## src/rtl/alu_pkg.sv

```systemverilog
// Shared types for the registered ALU: opcode encoding, flag bundle and control FSM states.
package alu_pkg;

    typedef enum logic [3:0] {
        OP_ADD  = 4'd0,
        OP_SUB  = 4'd1,
        OP_INC  = 4'd2,
        OP_DEC  = 4'd3,
        OP_MOV  = 4'd4,
        OP_SHL1 = 4'd5,
        OP_SIMD = 4'd6,
        OP_AND  = 4'd7,
        OP_OR   = 4'd8,
        OP_XOR  = 4'd9,
        OP_NOT  = 4'd10,
        OP_NEG  = 4'd11,
        OP_SHL  = 4'd12,
        OP_SHR  = 4'd13,
        OP_MUL  = 4'd14,
        OP_ILL  = 4'd15
    } alu_op_e;

    typedef struct packed {
        logic cf;
        logic of;
        logic zf;
        logic sf;
        logic ef;
    } alu_flags_t;

    typedef enum logic {
        S_IDLE = 1'b0,
        S_MUL  = 1'b1
    } alu_state_e;

endpackage

```

## src/rtl/alu_mul_seq.sv

```systemverilog
// Sequential shift-add unsigned multiplier, one multiplier bit per cycle for WIDTH cycles.
// done flags the final iteration; product then shows the value being committed on that edge.
module alu_mul_seq #(
    parameter int WIDTH = 32
) (
    input  logic                 clk,
    input  logic                 rst,
    input  logic                 start,
    input  logic [WIDTH-1:0]     A,
    input  logic [WIDTH-1:0]     B,
    output logic                 done,
    output logic [2*WIDTH-1:0]   product
);

    localparam int CNT_W = $clog2(WIDTH);

    logic                 running;
    logic [CNT_W-1:0]     cnt;
    logic [2*WIDTH-1:0]   mcand;
    logic [2*WIDTH-1:0]   acc;
    logic [2*WIDTH-1:0]   acc_next;
    logic [WIDTH-1:0]     mplier;

    assign acc_next = mplier[0] ? (acc + mcand) : acc;
    assign done     = running && (cnt == CNT_W'(WIDTH - 1));
    assign product  = acc_next;

    always_ff @(posedge clk) begin
        if (rst) begin
            running <= 1'b0;
            cnt     <= '0;
            acc     <= '0;
            mcand   <= '0;
            mplier  <= '0;
        end else if (start) begin
            running <= 1'b1;
            cnt     <= '0;
            acc     <= '0;
            mcand   <= {{WIDTH{1'b0}}, A};
            mplier  <= B;
        end else if (running) begin
            acc     <= acc_next;
            mcand   <= mcand << 1;
            mplier  <= mplier >> 1;
            cnt     <= cnt + CNT_W'(1);
            if (done) begin
                running <= 1'b0;
            end
        end
    end

endmodule

```

## src/rtl/alu_pipe.sv

```systemverilog
// Registered ALU with valid/ready handshakes; result and flags wait in the output register until taken.
// Optional sequential multiply (op 14) is built only when ALU_PIPE_MUL_EN is defined.
module alu_pipe
    import alu_pkg::*;
#(
    parameter int WIDTH  = 32,
    parameter int LANE_W = 8
) (
    input  logic             clk,
    input  logic             rst,
    input  logic             in_valid,
    output logic             in_ready,
    input  logic [WIDTH-1:0] A,
    input  logic [WIDTH-1:0] B,
    input  logic [3:0]       Op_code,
    output logic             out_valid,
    input  logic             out_ready,
    output logic [WIDTH-1:0] Out,
    output logic             Cf,
    output logic             Of,
    output logic             Zf,
    output logic             Sf,
    output logic             Ef,
    output logic             busy,
    output logic             state_dbg
);

    localparam int SH_W  = $clog2(WIDTH);
    localparam int LANES = WIDTH / LANE_W;
    localparam logic [WIDTH-1:0] MIN_SIGNED = {1'b1, {(WIDTH-1){1'b0}}};
    localparam logic [WIDTH-1:0] MAX_SIGNED = ~MIN_SIGNED;

    alu_op_e          op;
    alu_state_e       state;
    logic             accept;
    logic [WIDTH-1:0] res;
    alu_flags_t       res_flags;
    logic [WIDTH-1:0] out_q;
    alu_flags_t       flags_q;
    logic             mul_start;
    logic             mul_done;
    logic [2*WIDTH-1:0] mul_product;

    // Handshake: a transfer happens on a rising edge where valid && ready on that side.
    // Inputs are taken only when idle and the output slot is empty or being drained this edge,
    // and the output holds Out/flags stable while out_valid && !out_ready.
    assign op        = alu_op_e'(Op_code);
    assign accept    = in_valid && in_ready;
    assign in_ready  = (state == S_IDLE) && (!out_valid || out_ready);
    assign busy      = (state == S_MUL);
    assign state_dbg = state;

    logic [WIDTH:0]   sum;
    logic [LANE_W:0]  lane_sum;
    logic [SH_W-1:0]  sh;
    logic             legal;

    always_comb begin
        res       = '0;
        res_flags = '0;
        sum       = '0;
        lane_sum  = '0;
        legal     = 1'b1;
        sh        = B[SH_W-1:0];
        case (op)
            OP_ADD: begin
                sum          = {1'b0, A} + {1'b0, B};
                res          = sum[WIDTH-1:0];
                res_flags.cf = sum[WIDTH];
                res_flags.of = (A[WIDTH-1] == B[WIDTH-1]) && (res[WIDTH-1] != A[WIDTH-1]);
            end
            OP_SUB: begin
                res          = A - B;
                res_flags.cf = (A < B);
                res_flags.of = (A[WIDTH-1] != B[WIDTH-1]) && (res[WIDTH-1] != A[WIDTH-1]);
            end
            OP_INC: begin
                sum          = {1'b0, A} + (WIDTH+1)'(1);
                res          = sum[WIDTH-1:0];
                res_flags.cf = sum[WIDTH];
                res_flags.of = (A == MAX_SIGNED);
            end
            OP_DEC: begin
                res          = A - WIDTH'(1);
                res_flags.cf = (A == '0);
                res_flags.of = (A == MIN_SIGNED);
            end
            OP_MOV:  res = A;
            OP_SHL1: begin
                res          = {A[WIDTH-2:0], 1'b0};
                res_flags.cf = A[WIDTH-1];
            end
            OP_SIMD: begin
                // The last lane summed is the top lane, so its carry is the one left for Cf.
                for (int l = 0; l < LANES; l++) begin
                    lane_sum = {1'b0, A[l*LANE_W +: LANE_W]} + {1'b0, B[l*LANE_W +: LANE_W]};
                    res[l*LANE_W +: LANE_W] = lane_sum[LANE_W-1:0];
                end
                res_flags.cf = lane_sum[LANE_W];
            end
            OP_AND:  res = A & B;
            OP_OR:   res = A | B;
            OP_XOR:  res = A ^ B;
            OP_NOT:  res = ~A;
            OP_NEG: begin
                res          = ~A + WIDTH'(1);
                res_flags.cf = (A == '0);
                res_flags.of = (A == MIN_SIGNED);
            end
            OP_SHL: begin
                res          = A << sh;
                res_flags.cf = (sh != '0) && A[SH_W'(WIDTH - int'(sh))];
            end
            OP_SHR: begin
                res          = A >> sh;
                res_flags.cf = (sh != '0) && A[sh - SH_W'(1)];
            end
            default: begin
                legal        = 1'b0;
                res_flags.ef = 1'b1;
            end
        endcase
        if (legal) begin
            res_flags.zf = (res == '0);
            res_flags.sf = res[WIDTH-1];
        end
    end

`ifdef ALU_PIPE_MUL_EN
    alu_state_e state_next;

    assign mul_start = accept && (op == OP_MUL);

    alu_mul_seq #(.WIDTH(WIDTH)) u_mul (
        .clk     (clk),
        .rst     (rst),
        .start   (mul_start),
        .A       (A),
        .B       (B),
        .done    (mul_done),
        .product (mul_product)
    );

    always_ff @(posedge clk) begin
        if (rst) begin
            state <= S_IDLE;
        end else begin
            state <= state_next;
        end
    end

    always_comb begin
        state_next = state;
        case (state)
            S_IDLE: if (mul_start) state_next = S_MUL;
            S_MUL:  if (mul_done)  state_next = S_IDLE;
        endcase
    end
`else
    assign state       = S_IDLE;
    assign mul_start   = 1'b0;
    assign mul_done    = 1'b0;
    assign mul_product = '0;
`endif

    always_ff @(posedge clk) begin
        if (rst) begin
            out_valid <= 1'b0;
            out_q     <= '0;
            flags_q   <= '0;
        end else if (accept && !mul_start) begin
            out_valid <= 1'b1;
            out_q     <= res;
            flags_q   <= res_flags;
        end else if (mul_done) begin
            out_valid  <= 1'b1;
            out_q      <= mul_product[WIDTH-1:0];
            flags_q.cf <= |mul_product[2*WIDTH-1:WIDTH];
            flags_q.of <= |mul_product[2*WIDTH-1:WIDTH];
            flags_q.zf <= (mul_product[WIDTH-1:0] == '0);
            flags_q.sf <= mul_product[WIDTH-1];
            flags_q.ef <= 1'b0;
        end else if (out_ready) begin
            out_valid <= 1'b0;
        end
    end

    assign Out = out_q;
    assign Cf  = flags_q.cf;
    assign Of  = flags_q.of;
    assign Zf  = flags_q.zf;
    assign Sf  = flags_q.sf;
    assign Ef  = flags_q.ef;

endmodule

```

## config.mk

```make
export PLATFORM = sky130hd
export DESIGN_NAME = alu_pipe
export DESIGN_NICKNAME = d
export VERILOG_FILES = /design/src/rtl/alu_pkg.sv /design/src/rtl/alu_mul_seq.sv /design/src/rtl/alu_pipe.sv
export SDC_FILE = /design/constraint.sdc
export NUM_CORES = 1
export LEC_CHECK = 0
export CAP_MARGIN = 20
export CORE_MARGIN = 2
export CORE_UTILIZATION = 25
export DETAILED_ROUTE_END_ITERATION = 6
export GPL_ROUTABILITY_DRIVEN = 0
export PLACE_DENSITY = 0.49
export SKIP_LAST_GASP = 1
export SYNTH_ARGS = -nofsm -noshare
export SYNTH_HDL_FRONTEND = slang
export SYNTH_SLANG_ARGS = --single-unit
export TNS_END_PERCENT = 20
```

## constraint.sdc

```tcl
create_clock -name clk -period 5.1 [get_ports clk]
set_input_delay 1.275 -clock clk [delete_from_list [all_inputs] [get_ports clk]]
set_output_delay 1.275 -clock clk [all_outputs]
set_load 0.01 [all_outputs]
```

**Word level (Yosys, flattened, before mapping)**

Cells that the tools add are included.

- Memory bits (writable): 0
- Output and inout port bits: 41
- Memories kept: 0
- Memory bits (read-only): 0
- Flip-flop bits (word level): 38
- Bits in latches: 0
- Logic and storage cells: 73
- Bits of input ports: 72

- Divide/modulo/power cells: 0
- Add/subtract/negate cells: 11
- Muxes and demuxes: 13
- Shift-type cells: 2
- Magnitude comparators: 3
- Multipliers: 0
- Reductions and logical operators: 14
- Bitwise gates (word level): 4
- Eq/ne operators: 19

Operator list:

| operator | number |
|---|---|
| one-hot mux 32 bit (14 select lines) | 1 |
| logical NOT 32 bit | 2 |
| adder 32 x 1 -> 33 bit (second input constant) | 1 |
| adder 32 x 32 -> 33 bit | 1 |
| adder 32 x 1 -> 32 bit (second input constant) | 1 |
| AND 32 bit | 1 |
| equality test 32 x 31 -> 1 bit (second input constant) | 1 |
| equality test 32 bit (second input constant) | 1 |
| < comparator 32 bit | 1 |
| NOT 32 bit | 1 |
| bitwise OR 32 bit | 1 |
| left shift 32 x 5 -> 32 bit | 1 |
| >> shifter 32 x 5 -> 32 bit | 1 |
| subtractor 32 x 1 -> 32 bit (second input constant) | 1 |
| subtractor 32 bit | 1 |
| XOR 32 bit | 1 |
| adder 8 bit | 3 |
| equality test 4 bit (second input constant) | 6 |
| equality test 4 x 3 -> 1 bit (second input constant) | 4 |
| OR reduction 14 bit | 1 |
| binary-select mux 1 bit (select 5 bit) | 2 |
| adder 8 x 8 -> 9 bit | 1 |
| equality test 4 x 2 -> 1 bit (second input constant) | 2 |
| one-hot mux 1 bit (8 select lines) | 1 |
| other kinds (17) | 29 |

**Depth between registers and ports, before layout**

Gate-level depths: netlist of the first run.

- Word-level depth: 6
- Mapped depth: 18
- Gate-level depth less buffers: 14

**Least setup slack after synthesis of the first run**

No wires, ideal clock.

- Kind: input port to flip-flop
- Start: input port B[2]
- End: register flags_q, in the netlist Zf
- Path slack: -68 ps
- Library setup time: 59 ps
- Stages on the path: 17
- Required time: 5041 ps
- Buffers on the path: 5
- Data arrival time: 5109 ps
- Cell sequence: buf_2 -> inv_2 -> buf_2 -> buf_1 -> clkbuf_1 -> ha_1 -> clkbuf_1 -> o21ai_0 -> nor2_1 -> a2111oi_0 -> nor3b_1 -> o31ai_1 -> o221ai_1 -> a311oi_2 -> nand4_1 -> nor3_2 -> a31o_1

- Cells in the longest elaborated chain, start to end: 4
- Elaborated cells between the ends (all ways): 11
- Those cells by class: add/sub (3); shift (2); mux (2); bitwise (3); reduce/logical (1)

Ends and longest elaborated chain:

| item | line | source |
|---|---|---|
| start, declared | alu_pipe.sv:14 | `input logic [WIDTH-1:0] B,` |
| subtractor 32 bit, or another cell as far along | alu_pipe.sv:73 | `res = A - B;` |
| one-hot mux 32 bit (14 select lines) (*) | alu_pipe.sv:65 | `case (op)` |
| logical NOT 32 bit (*) | alu_pipe.sv:124 | `res_flags.zf = (res == '0);` |
| two-way mux 2 bit (*) | alu_pipe.sv:123 | `if (legal) begin` |
| end signal, assigned | alu_pipe.sv:174 | `flags_q <= res_flags;` |
| end, declared | alu_pipe.sv:39 | `alu_flags_t flags_q;` |

Every way passes the cells marked *; elsewhere a longest branch is shown, timed or not.
A chain may end at the register's enable or synchronous reset.

**Worst setup path in the final report of the first run**

- Start: input port Op_code[2]
- End: register flags_q, in the netlist Zf

- Cells in the longest elaborated chain, start to end: 4
- Elaborated cells between the ends (all ways): 19
- Those cells by class: eq/ne (13); mux (3); reduce/logical (3)

Ends and longest elaborated chain:

| item | line | source |
|---|---|---|
| start, declared | alu_pipe.sv:15 | `input logic [3:0] Op_code,` |
| equality test 4 bit, or another cell as far along | alu_pipe.sv:65 |  |
| one-hot mux 32 bit (14 select lines) / OR reduction 14 bit (equally long branches) | - |  |
| logical NOT 32 bit / two-way mux 1 bit (equally long branches) | alu_pipe.sv:124, alu_pipe.sv:65 |  |
| two-way mux 2 bit (*) | alu_pipe.sv:123 |  |

Marks and branches as above.

==> results of run 1 <==
-- cells by family (layout without fill, tap and decap cells) --
group,Yosys count,count (layout)
AO/OA/AOI/OAI,665,665
AND/OR/NAND/NOR,728,728
flip-flops,38,38
buffers and inverters,323,761
multiplexers,194,194
XOR/XNOR,77,77
adder cells (fa/ha/maj),109,109
other,1,5
-- cells in the mapped netlist, drive strengths merged, types with 19 or more instances --
cell,instances,area share
nor3,87,0.029
mux2i,83,0.054
nand2,128,0.031
nor2,231,0.056
mux2,39,0.029
nand2b,19,0.0077
nand4,37,0.016
nor2b,30,0.012
a211oi,55,0.027
a221oi,28,0.016
buf,84,0.032
mux4,72,0.10
ha,104,0.084
nand3,55,0.018
clkbuf,129,0.031
xnor2,69,0.039
a31oi,31,0.012
a22oi,20,0.0097
o21ai,95,0.031
inv,104,0.025
nor4,37,0.018
o211ai,30,0.015
o22ai,38,0.015
a21oi,134,0.043
dfxtp,38,0.049
-- report_power, final --
part           switching, mW  total, mW  internal (mW)  leakage (nW)
clock network          0.122      0.303          0.181        0.0708
registers             0.0137      0.338          0.324         0.315
logic                   1.33       2.35           1.02          8.30
total                   1.47       2.99           1.52          8.69
-- per-layer routing --
layer,global-route usage,part of all wire
met1,0.3558,0.39
met2,0.4144,0.41
met3,0.05654,0.11
met4,0.1831,0.085
met5,0,0.00037
-- critical path, cell delays in order --
cell and delay [ns]:
clkdlybuf4s50_1 0.50, buf_12 0.17, nor4bb_1 1.12, nand2_1 0.29
buf_4 0.31, o32ai_1 0.45, nor3_1 0.16, buf_4 0.16
nand3_1 0.16, nor4_2 0.08, and4_1 0.21, nand4_1 0.17
nor3_2 0.07, a31o_1 0.21
-- layout make-up --
type,instances,area (µm²)
clock buffer,6,128.9
sequential,38,760.7
multi-input combinational,1775,13590
tap,790,988.4
clock inverter,2,13.76
timing repair buffer,643,5365
inverter,110,412.9
antenna,3,7.507
fill,6562,40210
-- worst paths after layout --
path	endpoint	slack [ns]
worst max-delay path	Zf	-0.08
worst min-delay path	Out[10]	0.46
worst max register to register	Zf	2.01
worst min register to register	Out[10]	0.46
-- sequential cells by signal, indices dropped and copies added, names as in the netlist --
register and cells:
Out 32, Cf 1, Ef 1, Of 1
Sf 1, Zf 1, out_valid 1
-- what timing repair did --
| action | in CTS | in global routing |
|---|---|---|
| setup buffers | 0 | 1 |
| gates resized for setup | 13 | 31 |
| pin swaps | 0 | 2 |
| endpoints found under the setup margin | 7 | 8 |
-- metrics by stage --
stage	hold slack [ns]	setup TNS, ns
floorplan	0.4805	0
global placement	0.4499	-4.609
detailed placement	0.4564	-4.072
CTS	0.4645	-0.009578
global route	0.4921	-0.04186
finish	0.4627	-0.07806
==> reports/metrics.yaml, run 1 <==
status:
  status: "finished with violations"
  violations: "DRC, setup timing"
placement:
  dp.cells: 3354
  placed_area_um2: 20910
  dp_slack_ns: -0.6299
  numPortBuffers: 110
  place_hpwl_mm: 74.66
finish:
  drive_gt1_frac: 0.2859
  layout_common_cells: "512 x buf_4, 231 x nor2_1, 129 x a21oi_1"
  nets: 2754
  area_delta_synth_final_pct: 37.09
  utilization: 0.3460
  fin_area_um2: 21270
  layoutNonFillerInstCount: 3367
  final_common_cell: "buf_4"
cts:
  clk_latency_ns: 0.28
  cts_made_buffers: 5
  numClockSinks: 38
  clockBufferDepth: 2
  clk_pin_slew_worst_paths_ns: 0.06
  cts_hold_buffers: 0
  cts_root_buf: "clkbuf_16"
  cts_tree: "built"
  htreeDepth: 2
floorplan:
  dieArea_um2: 64070
  initial_utilization: 0.2524
  die_w_um: 253.1
  core-area_um2: 61480
  ioPinCount: 113
  dieHeight_um: 253.1
  rows: 91
synth:
  async_reset_ff_frac: 0
  synthSimpleGateAreaFrac: 0.2379
  netlist_instances: 2135
  synth.distinct_cells: 102
  ys_seq_area_frac: 0.04903
  synth_top_family_by_area: "compound AO/OA/AOI/OAI gates"
  yosys.area_share.adder: 0.09032
  synth.mux.area_fraction: 0.1871
  synth-seq-cells: 38
  synth_xor_area_frac: 0.04346
  synth_ff_type: "dfxtp_1"
  synth_compound_area_frac: 0.3017
  synth_edf_count: 0
  yosys_warnings: 0
  syn_avg_cell_area_um2: 7.268
  syn_area_um2: 15520
sta:
  skew_ns: 0.006266
  hold_violations: 0
  max_slew_margin: 0.09684
  setup_ws_ns: -0.07806
  worst_pin_slew_ns: 1.337
  drv_slew: 0
  fmax_mhz: 193.1
  finalCritPeriodShare: 1.015
  min_period_ns: 5.178
  setup_violations: 1
setup_path:
  cp-start-kind: "input port"
  startpoint: "Op_code[2]"
  end_kind: "flop"
  arrival_ns: 5.36
  reg2reg_depth: 11
  worstPathRequired_ns: 5.28
  critical_path_class: "input port to flop"
  critPathMaxFanout: 20
  timing.rr.start: "out_valid"
routing:
  remaining_drc_errors: 42
  firstDrtPassIters: 7
  routedWlPerCell_um: 27.35
  routed_via_density: 6.329
  ant_nets: 0
  vias: 21309
  finalWirelength_mm: 92.08
  drtIter0Drc: 3498
run:
  max_cap_violations: 0
power:
  ir_worst_vdd_uv: 120.2
  p_leak_nw: 8.690
  powerDensity_nw_per_um2: 140.5
  total_power_mw: 2.989
grt:
  grt_pass1_wl_mm: 133.1
  grt_pass1_vias: 19826
  grt_use_total: 0.2759
  antenna_found_initial: 6
  overflow: 0
  grt_max_degree: 70
hold_path:
  hp-start: "Out[10]"
  min_path_type: "flop to flop"
  holdPathStages: 2
No activity file was read; power rests on OpenSTA's default activity.
==> inputs of run 2 (changes only) <==
--- a/config.mk
+++ b/config.mk
@@ -5,12 +5,13 @@
 export SDC_FILE = /design/constraint.sdc
 export NUM_CORES = 1
 export LEC_CHECK = 0
-export CAP_MARGIN = 20
+export ABC_AREA = 1
+export CAP_MARGIN = 10
 export CORE_MARGIN = 2
 export CORE_UTILIZATION = 25
 export DETAILED_ROUTE_END_ITERATION = 6
 export GPL_ROUTABILITY_DRIVEN = 0
-export PLACE_DENSITY = 0.49
+export PLACE_DENSITY = 0.51
 export SKIP_LAST_GASP = 1
 export SYNTH_ARGS = -nofsm -noshare
 export SYNTH_HDL_FRONTEND = slang
==> run 2 against run 1 <==
Register-to-register slack improved by 0.86 ns. The flow finishes with violations (DRC). Count of clock-buffer cells in the layout is 1 higher. Non-clock buffer count is 395 lower. First-iteration DRC count is 5.7% lower. Flip-flop and latch count is the same. Critical endpoint unchanged. Sequential power hardly changed. Synthesized cell count grew 55%. Sequential share of layout area is 0.54 points higher. Largest power group unchanged.
==> reports/metrics.yaml, run 2 <==
finish:
  layout_common_cells: "1141 x nand2_1, 631 x nand3_1, 425 x nor2_1"
  diodes: 0  # -3
  layoutNonFillerInstCount: 4254  # +26%
  drive_gt1_frac: 0.05546  # -0.2305
  largest_register_ffs: 32  # unchanged
  nets: 3588  # +30%
  fin_area_um2: 18480  # -13%
  final_common_cell: "nand2_1"
  area_delta_synth_final_pct: 16.98
  fillers: 7386  # +13%
sta:
  finalCritPeriodShare: 0.9388  # -0.07652
  setup_tns_ns: 0  # +0.07806 ns
  drv_slew: 0  # unchanged
  rsz0062_at_grt: "false"
  max_slew_margin: 0.1667  # +0.06987
  holdWs_ns: 0.4622  # -0.0004850 ns
  setup_violations: 0  # -1
  fmax_mhz: 208.9  # +8.2%
  min_period_ns: 4.788  # -0.3903 ns
  worst_pin_slew_ns: 1.249  # -0.08793 ns
  skew_ns: 0.006585  # +0.0003189 ns
  hold_violations: 0  # unchanged
floorplan:
  ioPinCount: 113  # unchanged
  rows: 92  # +1.1%
  initial_utilization: 0.2519  # -0.0004858
  die_w_um: 255.4  # +0.90%
  core-area_um2: 62740  # +2.0%
  dieHeight_um: 255.4  # +0.90%
  dieArea_um2: 65230  # +1.8%
cts:
  cts_tree: "built"
  postCtsSetupRepairBufs: 0  # unchanged
  cts_resized: 0  # -13
  clockBufferDepth: 2  # unchanged
  cts_root_buf: "clkbuf_16"
  htreeDepth: 2  # unchanged
  clk_latency_ns: 0.28  # about the same
  numClockSinks: 38  # unchanged
  clk_pin_slew_worst_paths_ns: 0.06  # about the same
  cts_made_buffers: 5  # unchanged
  cts_hold_buffers: 0  # unchanged
routing:
  drtIter0Drc: 3297  # -5.7%
  routedWlPerCell_um: 21.53  # -21%
  vias: 23038  # +8.1%
  routed_via_density: 5.416  # -14%
  firstDrtPassIters: 7  # unchanged
  finalWirelength_mm: 91.58  # -0.55%
  ant_nets: 0  # unchanged
  remaining_drc_errors: 10  # -76%
grt:
  overflow: 0  # unchanged
  grt_pass1_wl_mm: 134.2  # +0.82%
  grt_use_total: 0.2691  # -0.006726
  grt_use_met2: 0.4106  # -0.003815
  antenna_found_initial: 6  # unchanged
  globalRouteMet3Util: 0.05704  # +0.0005058
  use_met1: 0.3330  # -0.02283
  grt_max_degree: 74  # +5.7%
  grt-busiest-layer: "met2"
  grt_pass1_vias: 21402  # +7.9%
synth:
  synthTopCellsByArea: "nand2_1 27%, nand3_1 20%, nor2_1 10%"
  synth_ff_type: "dfxtp_1"
  syn_avg_cell_area_um2: 4.790  # -34%
  synth_common_cells: "1141 x nand2_1, 631 x nand3_1, 429 x nor2_1"
  synth.distinct_cells: 43  # -58%
  async_reset_ff_frac: 0  # unchanged
  ys_seq_area_frac: 0.04814  # -0.0008851
  yosysMostFrequentCell: "nand2_1"
  synth_top_cell_area_share: 0.2710  # +0.1680
  netlist_instances: 3299  # +55%
  netlist.top_cell.by_area: "nand2_1"
  synth-seq-cells: 38  # unchanged
  syn_area_um2: 15800  # +1.8%
  yosys_warnings: 0  # unchanged
  synth_edf_count: 0  # unchanged
hold_path:
  min_path_type: "flop to flop"
setup_path:
  critPathMaxFanout: 10  # -50%
  slowest_stage: "ha_1"
  path_buf_inv: 3  # -1
  r2r_slack_ns: 2.87  # +0.86 ns
  critical_path_class: "input port to flop"
  path_depth: 21  # +7
  startpoint: "B[8]"
  timing.rr.start: "out_valid"
  cp_top_family: "simple AND/OR/NAND/NOR gates"
  crit_end: "Zf"
  cp-start-kind: "input port"
  end_kind: "flop"
  slowest_delay_ns: 0.54  # -0.58 ns
  r2r-end: "Out[28]"
  cp_cell_sequence: "clkdlybuf4s50_1 > inv_1 > ha_1 > nand2_1 > nor2_1 > nand2_1 > inv_1 > nand2_1 > nand2_1 > nand2_1 > nand2_1 > nor2_1 > nor2_1 > nand2_1 > nor2_1 > nand2_1 > nor2_1 > nand2_1 > nor2_1 > nand2_1 > a21oi_2"
  crit_top_cell: "nand2_1"
  reg2reg_depth: 8  # -3
  arrival_ns: 4.99  # -0.37 ns
  worstPathRequired_ns: 5.30  # +0.02 ns
placement:
  numPortBuffers: 110  # unchanged
  dp.cells: 4246  # +27%
  place_hpwl_mm: 74.73  # about the same
  placed_area_um2: 18340  # -12%
power:
  p_leak_nw: 9.536  # +9.7%
  powerDensity_nw_per_um2: 133.6  # -4.9%
  ir_worst_vdd_uv: 98.83  # -18%
run:
  max_cap_violations: 0  # unchanged
status:
  status: "finished with violations"
  violations: "DRC"
run 2: final cells by class:
class                   instances  area (µm²)  area share
flip-flops and latches         38       760.7     0.04116
clock inverters                 1       5.005   0.0002708
clock buffers                   7       142.6    0.007717
inverters                     402        1509     0.08164
repair buffers                248        2210      0.1195
well taps                     846        1059     0.05727
multi-input cells            2712       12800      0.6924
run 2: how the worst min path moves through the flow:
stage                     startpoint  to  depth (start not counted)
after floorplan                   Cf  Cf                          2
after global placement            Cf  Cf                          2
after detailed placement          Of  Of                          2
after CTS                         Of  Of                          2
after global routing              Of  Of                          2
final                             Of  Of                          2
run 2: per-stage QoR:
| step | total power, mW | worst slack [ns] | utilization |
|---|---|---|---|
| 2_1_floorplan | 1.367 | 1.247 | - |
| 3_3_place_gp | 2.087 | 0.2966 | 0.2923 |
| 3_5_place_dp | 2.081 | 0.2052 | 0.2923 |
| 4_1_cts | 2.398 | 0.4951 | 0.2946 |
| 5_1_grt | 2.624 | 0.1975 | 0.2946 |
| 6_report | 2.470 | 0.3122 | 0.2946 |
run 2: kinds of logic after synthesis:
| logic type | Yosys count | synth area share |
|---|---|---|
| AO/OA/AOI/OAI | 258 | 0.08805 |
| XOR/XNOR | 10 | 0.005543 |
| flip-flops | 38 | 0.04814 |
| AND/OR/NAND/NOR | 2333 | 0.6266 |
| other | 1 | 0.0002373 |
| buffers and inverters | 550 | 0.1428 |
| adder cells (fa/ha/maj) | 109 | 0.08869 |
run 2: worst register-to-register path: stages, from the launching register on:
cell	delay, ns
dfxtp_1	0.31
nand2_1	0.11
nand2_1	0.28
inv_1	0.47
buf_4	0.45
nor2_1	0.08
nor2_1	0.16
o21ai_0	0.22
inv_1	0.08
run 2: where the power goes:
part / internal (mW) / switching [mW]
clock network: 0.194 / 0.120
registers: 0.323 / 0.0152
logic: 0.563 / 1.26
run 2: routing by layer:
| metal | wire (µm) | share of wire |
|---|---|---|
| met1 | 34080 | 0.37 |
| met2 | 38090 | 0.42 |
| met3 | 11250 | 0.12 |
| met4 | 8125 | 0.089 |
| met5 | 39 | 0.00043 |
